File: config.mk
export PLATFORM = sky130hd
export DESIGN_NAME = div3_rr_sched
export DESIGN_NICKNAME = d
export VERILOG_FILES = /design/src/rtl/div3_rr_sched.sv
export SDC_FILE = /design/constraint.sdc
export NUM_CORES = 1
export LEC_CHECK = 0
export CORE_MARGIN = 8
export CORE_UTILIZATION = 65
export CTS_BUF_LIST = sky130_fd_sc_hd__clkbuf_4 sky130_fd_sc_hd__clkbuf_8
export DETAILED_ROUTE_END_ITERATION = 8
export DONT_BUFFER_PORTS = 1
export PLACE_DENSITY_LB_ADDON = 0.2
export SETUP_SLACK_MARGIN = 0.2
export SKIP_LAST_GASP = 1
export SYNTH_ARGS = -nofsm -noshare
export SYNTH_HDL_FRONTEND = slang
export SYNTH_SLANG_ARGS = --single-unit
File: constraint.sdc
create_clock -name clk -period 2.5 [get_ports clk]
set_input_delay 0.375 -clock clk [delete_from_list [all_inputs] [get_ports clk]]
set_output_delay 0.375 -clock clk [all_outputs]
set_load 0.02 [all_outputs]
File: src/rtl/div3_rr_sched.sv
`default_nettype none
// ============================================================================
//  Module      : div3_rr_sched
//  Description : Round-robin scheduler sharing one chunk-serial mod-3 engine
//                among REQ_N requesters. The granted word is reduced mod 3,
//                CHUNK_W bits per cycle, MSB chunk first, and the result
//                (requester id, divisible flag, remainder) is offered on a
//                valid/ready output channel.
//  Ports       : clk, rst        - clock, synchronous active-high reset
//                req_valid/ready - per-requester handshake (one-hot ready)
//                req_data        - packed operands, requester i at [i*DATA_W +: DATA_W]
//                res_valid/ready - result handshake
//                res_id/div/rem  - result fields, stable while res_valid
//                busy            - high whenever not idle
//  Revision    : 1.0 - initial release
// ============================================================================
module div3_rr_sched #(
    parameter  int DATA_W  = 8,
    parameter  int CHUNK_W = 2,
    parameter  int REQ_N   = 4,
    localparam int ID_W    = $clog2(REQ_N)
) (
    input  logic                      clk,
    input  logic                      rst,
    input  logic [REQ_N-1:0]          req_valid,
    input  logic [REQ_N*DATA_W-1:0]   req_data,
    output logic [REQ_N-1:0]          req_ready,
    output logic                      res_valid,
    input  logic                      res_ready,
    output logic [ID_W-1:0]           res_id,
    output logic                      res_div,
    output logic [1:0]                res_rem,
    output logic                      busy
);

    localparam int c_STEPS = DATA_W / CHUNK_W;
    localparam int c_CNT_W = (c_STEPS > 1) ? $clog2(c_STEPS) : 1;
    localparam logic [c_CNT_W-1:0] c_LAST = c_CNT_W'(c_STEPS - 1);
    // 2^CHUNK_W mod 3: weight applied to the running remainder per step
    localparam logic [1:0] c_MULT = ((CHUNK_W % 2) == 0) ? 2'd1 : 2'd2;
    localparam logic [CHUNK_W+1:0] c_THREE = (CHUNK_W + 2)'(3);

    localparam logic [1:0] c_IDLE = 2'd0;
    localparam logic [1:0] c_BUSY = 2'd1;
    localparam logic [1:0] c_DONE = 2'd2;

    logic [1:0]          r_state;
    logic [ID_W-1:0]     r_ptr;
    logic [ID_W-1:0]     r_id;
    logic [DATA_W-1:0]   r_shift;
    logic [1:0]          r_rem;
    logic [c_CNT_W-1:0]  r_cnt;
    logic                r_div;
    logic [1:0]          r_res_rem;

    logic                w_grant_vld;
    logic [ID_W-1:0]     w_grant_idx;
    logic [DATA_W-1:0]   w_sel_data;
    logic [CHUNK_W-1:0]  w_chunk;
    logic [1:0]          w_chunk_mod;
    logic [2:0]          w_scaled;
    logic [3:0]          w_sum;
    logic [1:0]          w_rem_next;
    logic                w_accept;

    // Search ptr, ptr+1, ... with wrap. Scanning from the far end lets the
    // nearest valid requester overwrite any later match.
    always_comb begin
        int j;
        w_grant_vld = 1'b0;
        w_grant_idx = '0;
        j = 0;
        for (int k = REQ_N - 1; k >= 0; k--) begin
            j = int'(r_ptr) + k;
            if (j >= REQ_N) begin
                j = j - REQ_N;
            end
            if (req_valid[ID_W'(j)]) begin
                w_grant_vld = 1'b1;
                w_grant_idx = ID_W'(j);
            end
        end
    end

    assign w_accept   = (r_state == c_IDLE) && w_grant_vld;
    assign w_sel_data = req_data[int'(w_grant_idx) * DATA_W +: DATA_W];

    always_comb begin
        req_ready = '0;
        if (!rst && w_accept) begin
            req_ready[w_grant_idx] = 1'b1;
        end
    end

    // Reduce the chunk first so every intermediate stays within 0..6.
    assign w_chunk     = r_shift[DATA_W-1 -: CHUNK_W];
    assign w_chunk_mod = 2'({2'b00, w_chunk} % c_THREE);
    assign w_scaled    = (c_MULT == 2'd1) ? {1'b0, r_rem} : {r_rem, 1'b0};
    assign w_sum       = {1'b0, w_scaled} + {2'b00, w_chunk_mod};
    assign w_rem_next  = 2'(w_sum % 4'd3);

    always_ff @(posedge clk) begin
        if (rst) begin
            r_state   <= c_IDLE;
            r_ptr     <= '0;
            r_id      <= '0;
            r_shift   <= '0;
            r_rem     <= '0;
            r_cnt     <= '0;
            r_div     <= 1'b0;
            r_res_rem <= '0;
        end else begin
            case (r_state)
                c_IDLE: begin
                    if (w_grant_vld) begin
                        r_shift <= w_sel_data;
                        r_id    <= w_grant_idx;
                        r_rem   <= '0;
                        r_cnt   <= '0;
                        r_ptr   <= (int'(w_grant_idx) == REQ_N - 1) ? '0 : w_grant_idx + 1'b1;
                        r_state <= c_BUSY;
                    end
                end
                c_BUSY: begin
                    r_shift <= r_shift << CHUNK_W;
                    r_rem   <= w_rem_next;
                    r_cnt   <= r_cnt + 1'b1;
                    if (r_cnt == c_LAST) begin
                        r_res_rem <= w_rem_next;
                        r_div     <= (w_rem_next == 2'd0);
                        r_state   <= c_DONE;
                    end
                end
                c_DONE: begin
                    if (res_ready) begin
                        r_state <= c_IDLE;
                    end
                end
                default: r_state <= c_IDLE;
            endcase
        end
    end

    assign res_valid = (r_state == c_DONE);
    assign res_id    = r_id;
    assign res_div   = r_div;
    assign res_rem   = r_res_rem;
    assign busy      = (r_state != c_IDLE);

endmodule
`default_nettype wire

# --- Yosys cells after proc, flatten, opt, wreduce, memory -nomap -nowiden ---
# Index checks and enable logic that the tools add are counted.
word_totals:
  ff_bits: 21
  output_inout_bits: 11
  word_cells: 87
op_classes:
  n_addsub: 10
  n_div: 2
  n_lt_le_gt_ge: 10
  eq_ne: 7
  shifts: 1
  muxes: 37
  n_reduce_logical: 12
op_table:
  columns: ["cell", "n"]
  rows:
  - ["$shiftx 32x6->8", 1]
  - ["$mux 2", 13]
  - ["$lt 2x4->1 const B", 4]
  - ["$pmux 8 s2", 1]
  - ["$mux 1", 13]
  - ["$ge 3x3->1 const B", 3]
  - ["$bmux 1 s2", 4]
  - ["$mux 8", 1]
  - ["$pmux 2 s2", 2]
  - ["$sub 2x1->2 const B", 4]
  - ["$add 2x2->3 const B", 2]
  - ["$pmux 2 s3", 1]
  - ["$reduce_and 2->1", 3]
  - ["$add 2x1->2 const B", 2]
  - ["$eq 2x1->1 const B", 2]
  - ["$eq 2x2->1 const B", 2]
  - ["$logic_not 2->1", 2]
  - ["$mod 2x2->4 const B", 1]
  - ["$mod 4x2->4 const B", 1]
  - ["$mux 4", 1]
  - ["$ne 2x2->1 const B", 2]
  - ["$reduce_bool 2->1", 2]
  - ["$add 2x1->3 const B", 1]
  - ["$add 2x2->3", 1]
  - ["other kinds (8)", 10]

# --- Logic depth before layout (Yosys ltp) ---
depth:
  word_depth: 15
  depth_mapped: 11
  ltp_nobuf: 11

# --- Least setup slack after synthesis ---
# OpenSTA, ideal clock, no wires.
synth_path:
  path_type: "register to register"
  start: "reg r_shift[6]"
  end: "reg r_div, in the netlist res_div"
  t_arrival_ns: 2.026
  required_ns: 2.430
  slack_ns: 0.404
  path_stages_with_launch: 11
  path_buffers: 0
  path_cell_list: "dfxtp_1 nor2b_1 ha_1 inv_1 fa_1 nor2_1 ha_1 a21oi_1 xnor2_1 a211o_1 a21oi_1"
synth_between:
  elab_chain_len: 4
synth_lines:
  columns: ["item", "line_no", "text"]
  rows:
  - ["from (decl)", "50", "logic [DATA_W-1:0] r_shift;"]
  - ["from (signal assigned)", "116", "r_shift <= w_sel_data;"]
  - ["from (signal assigned)", "125", "r_shift <= r_shift << CHUNK_W;"]
  - ["$mod 2x2->4", "97", "assign w_chunk_mod = 2'({2'b00, w_chunk} % c_THREE);"]
  - ["$add 2x2->3", "99", "assign w_sum = {1'b0, w_scaled} + {2'b00, w_chunk_mod};"]
  - ["$mod 4x2->4", "100", "assign w_rem_next = 2'(w_sum % 4'd3);"]
  - ["$logic_not 2->1", "130", "r_div <= (w_rem_next == 2'd0);"]
  - ["to (signal assigned)", "130", null]
  - ["to (decl)", "53", "logic r_div;"]
# Every way passes these cells.
# A chain may end at the register's enable or synchronous reset.

# --- Final worst setup path ---
# Ends and elaborated chain as after synthesis.

==> reports/results.ini <==
[run]
maxCapViolations = 0

[timing]
slew_violations = 0
finalHoldViolCount = 0
setup-tns-final_ns = 0
rsz0062_at_grt = true
min_period_ns = 2.26
skew_ns = 0.00413
tightest_slew_ns = 0.800
min_period_over_period_pct = 90.2
max_freq_mhz = 443
setup_viol = 0
relSlewSlack_pct = 46.2

[logic_synthesis]
synth.distinct_cells = 40
ys_top_cells_by_area = dfxtp_1, mux2i_1, ha_1
synth-seq-cells = 21
synth_top_area_share_pct = 30.9
ys_warn_count = 0
syn_avg_cell_area_sq_um = 8.85
syn_area_sq_um = 1360
synthCells = 154
syn_nets = 201
ys_seq_area_share_pct = 30.9
yosys.area.top_type = dfxtp_1

[clock_network]
htreeDepth = 1
cts_root_buffer = clkbuf_4
clk_path_buf_depth = 2
numCtsBuffers = 3
cts_sinks = 21
cts_tree = yes
cts.clk_slew.worst_paths_ns = 0.11
clkLatencyLatePin_ns = 0.30

[place]
gp_routability_congestion = 0.823
port_buffers = 0
dp_hpwl_um = 2530

[pwr]
powerDensity_nw_per_um2 = 607
power.leakage_uw = 0.000563
peakVddDrop_uv = 493

[global_routing]
globalRouteTotalUtil_pct = 17.1
antenna_found_initial = 0
grt_max_degree = 22
grt_first_pass_wirelength_um = 4990
grt-ovfl-total = 0
grt_pass1_vias = 1174

[cells_and_area]
fin_nets = 205
drive_gt1_share_pct = 18.5
fillers = 147
syn_to_final_growth_pct = 11.8
post-route-util_pct = 77.7
final-seq-area_sq_um = 425
multi_input_area_sq_um = 971
antenna_cells = 0

[floorplanning]
start_util_pct = 69.5
fp.dieH_um = 61.8
die_area_sq_um = 3820
die_w_um = 61.8
ios = 50
placementRows = 16
coreArea_sq_um = 1960

[setup_path]
path_delay_family = adder cells
crit_fanout = 3
cp.arrival_ns = 2.50
reg2reg_depth = 10
r2r_start = r_shift[6]
start_kind = flip-flop
cp-end-kind = flip-flop
critPathKind = flip-flop to flip-flop
crit_top_cell = ha_4
cp_cell_sequence = nor2b_4 -> ha_4 -> inv_2 -> fa_2 -> nor2_4 -> ha_4 -> a21oi_4 -> xnor2_2 -> a211o_1 -> a21oi_2
rrSetupSlack_ns = 0.24
worst-path-buf-inv = 1
required_ns = 2.75
reg2reg_to = res_div
slowest_stage = fa_2
max_stage_delay_ns = 0.60

[worst_hold_path]
holdPathEnd = res_div
min_from = rst
hold_depth = 1
hold_path.class = input pin to flip-flop

[status]
outcome = complete, no violations

[detailed_routing]
drt_pass1_iterations = 4
drt-total-wl_um = 3280
via_per_inst = 6.23
dr.first_iter.drc_count = 55
vias = 1146
drc = 0
ant_nets = 0
wire_per_inst_um = 17.8

-- state kept, by name, summed over array words and instances, names as in the netlist --
signal	count
r_state	2
r_ptr	2
r_rem	2
r_shift	8
res_id	2
r_cnt	2
res_rem	2
res_div	1
-- worst register-to-register path, stage by stage, from the launching register on --
cell	delay [ns]
dfxtp_2	0.36
nor2b_4	0.17
ha_4	0.14
inv_2	0.04
fa_2	0.60
nor2_4	0.06
ha_4	0.18
a21oi_4	0.18
xnor2_2	0.11
a211o_1	0.27
a21oi_2	0.10
-- per-stage QoR --
stage	hold slack [ns]	worst slack [ns]	total power (uW)	area [sq um]	std cells
4_1_cts	0.119	0.166	855	1420	182
6_report	0.119	0.245	925	1520	184
3_5_place_dp	0.448	0.172	678	1380	177
5_1_grt	0.0966	0.165	977	1520	184
2_1_floorplan	0.453	0.404	631	1360	154
3_3_place_gp	0.446	0.350	656	1380	177
-- where the power goes --
part | internal [uW] | leakage [uW] | switching [uW] | total [uW]
Sequential | 373 | 0.000173 | 32.8 | 406
Clock | 73.0 | 0.0000184 | 98.0 | 171
Combinational | 162 | 0.000371 | 186 | 348
-- routing by layer --
metal / wire [um] / global-route usage (%) / part of all wire, %
met1: 1330 / 17.7 / 40
met4: 17 / 5.52 / 0.52
met5: 0 / 0 / 0
met3: 239 / 5.14 / 7.3
met2: 1700 / 31.8 / 52
-- worst max path at each step --
stage                     startpoint  cells past startpoint  endpoint
after CTS                 r_shift[6]                     10   res_div
final                     r_shift[6]                     10   res_div
after detailed placement  r_shift[6]                     10   res_div
after global routing      r_shift[6]                     10   res_div
after floorplan           r_shift[6]                     10   res_div
after global placement    r_shift[6]                     10   res_div
-- synthesized netlist by cell type --
library cell / n
a211o_1: 1
a211oi_1: 1
a21o_1: 2
a21oi_1: 11
a21oi_4: 1
a221o_1: 1
a221oi_2: 1
a22oi_1: 8
and2_1: 4
buf_2: 1
buf_6: 1
clkbuf_1: 3
dfxtp_1: 21
fa_1: 1
ha_1: 7
inv_1: 8
inv_2: 1
mux2i_1: 16
nand2_1: 15
nand2b_1: 3
nand3_1: 3
nor2_1: 8
nor2_4: 1
nor2b_1: 5
nor2b_4: 1
nor3_1: 3
nor3_2: 1
nor4_1: 1
nor4_2: 1
o211ai_1: 2
o21ai_0: 2
o21ba_1: 1
o21bai_1: 1
o221ai_1: 6
o2bb2ai_1: 1
o31ai_2: 1
or2_0: 6
or3_1: 1
or4_4: 1
xnor2_1: 1
-- what timing repair did --
action | CTS | global route
pin swaps | 1 | 8
setup buffers | 1 | 2
endpoints found under the setup margin | 5 | 9
hold buffers | 0 | 0
resized for setup | 2 | 18
-- cell families (layout without fill, tap and decap cells) --
kind of cell	after synthesis	in the layout	share of synthesized area, %
buffers and inverters	14	17	4.50
DFF	21	21	30.9
and+or+nand+nor	54	54	22.0
xor gates and xnor gates	1	1	0.643
AOI/OAI and AO/OA	40	40	22.3
adders and majority gates	8	8	7.90
muxes	16	16	11.8
-- area by class of cell --
class / instances / share of cell area, %
clock buffers: 4 / 1.97
inverters: 9 / 2.22
multi-input cells: 119 / 63.7
flip-flops and latches: 21 / 27.9
well taps: 27 / 2.22
repair buffers: 4 / 1.97
-- cells in the final DEF, fill, tap and decap left out, types with 3 or more instances in the layout --
| cell | count |
|---|---|
| nor3_1 | 3 |
| nor2b_1 | 4 |
| buf_4 | 4 |
| ha_1 | 5 |
| nand2_1 | 15 |
| mux2i_1 | 16 |
| and2_1 | 4 |
| nor2_1 | 7 |
| a22oi_1 | 8 |
| clkbuf_4 | 4 |
| nand2b_1 | 3 |
| a21oi_1 | 9 |
| inv_1 | 7 |
| o221ai_1 | 6 |
| nand3_1 | 3 |
| or2_0 | 6 |
| dfxtp_1 | 19 |
(Power assumes the default switching activity.)
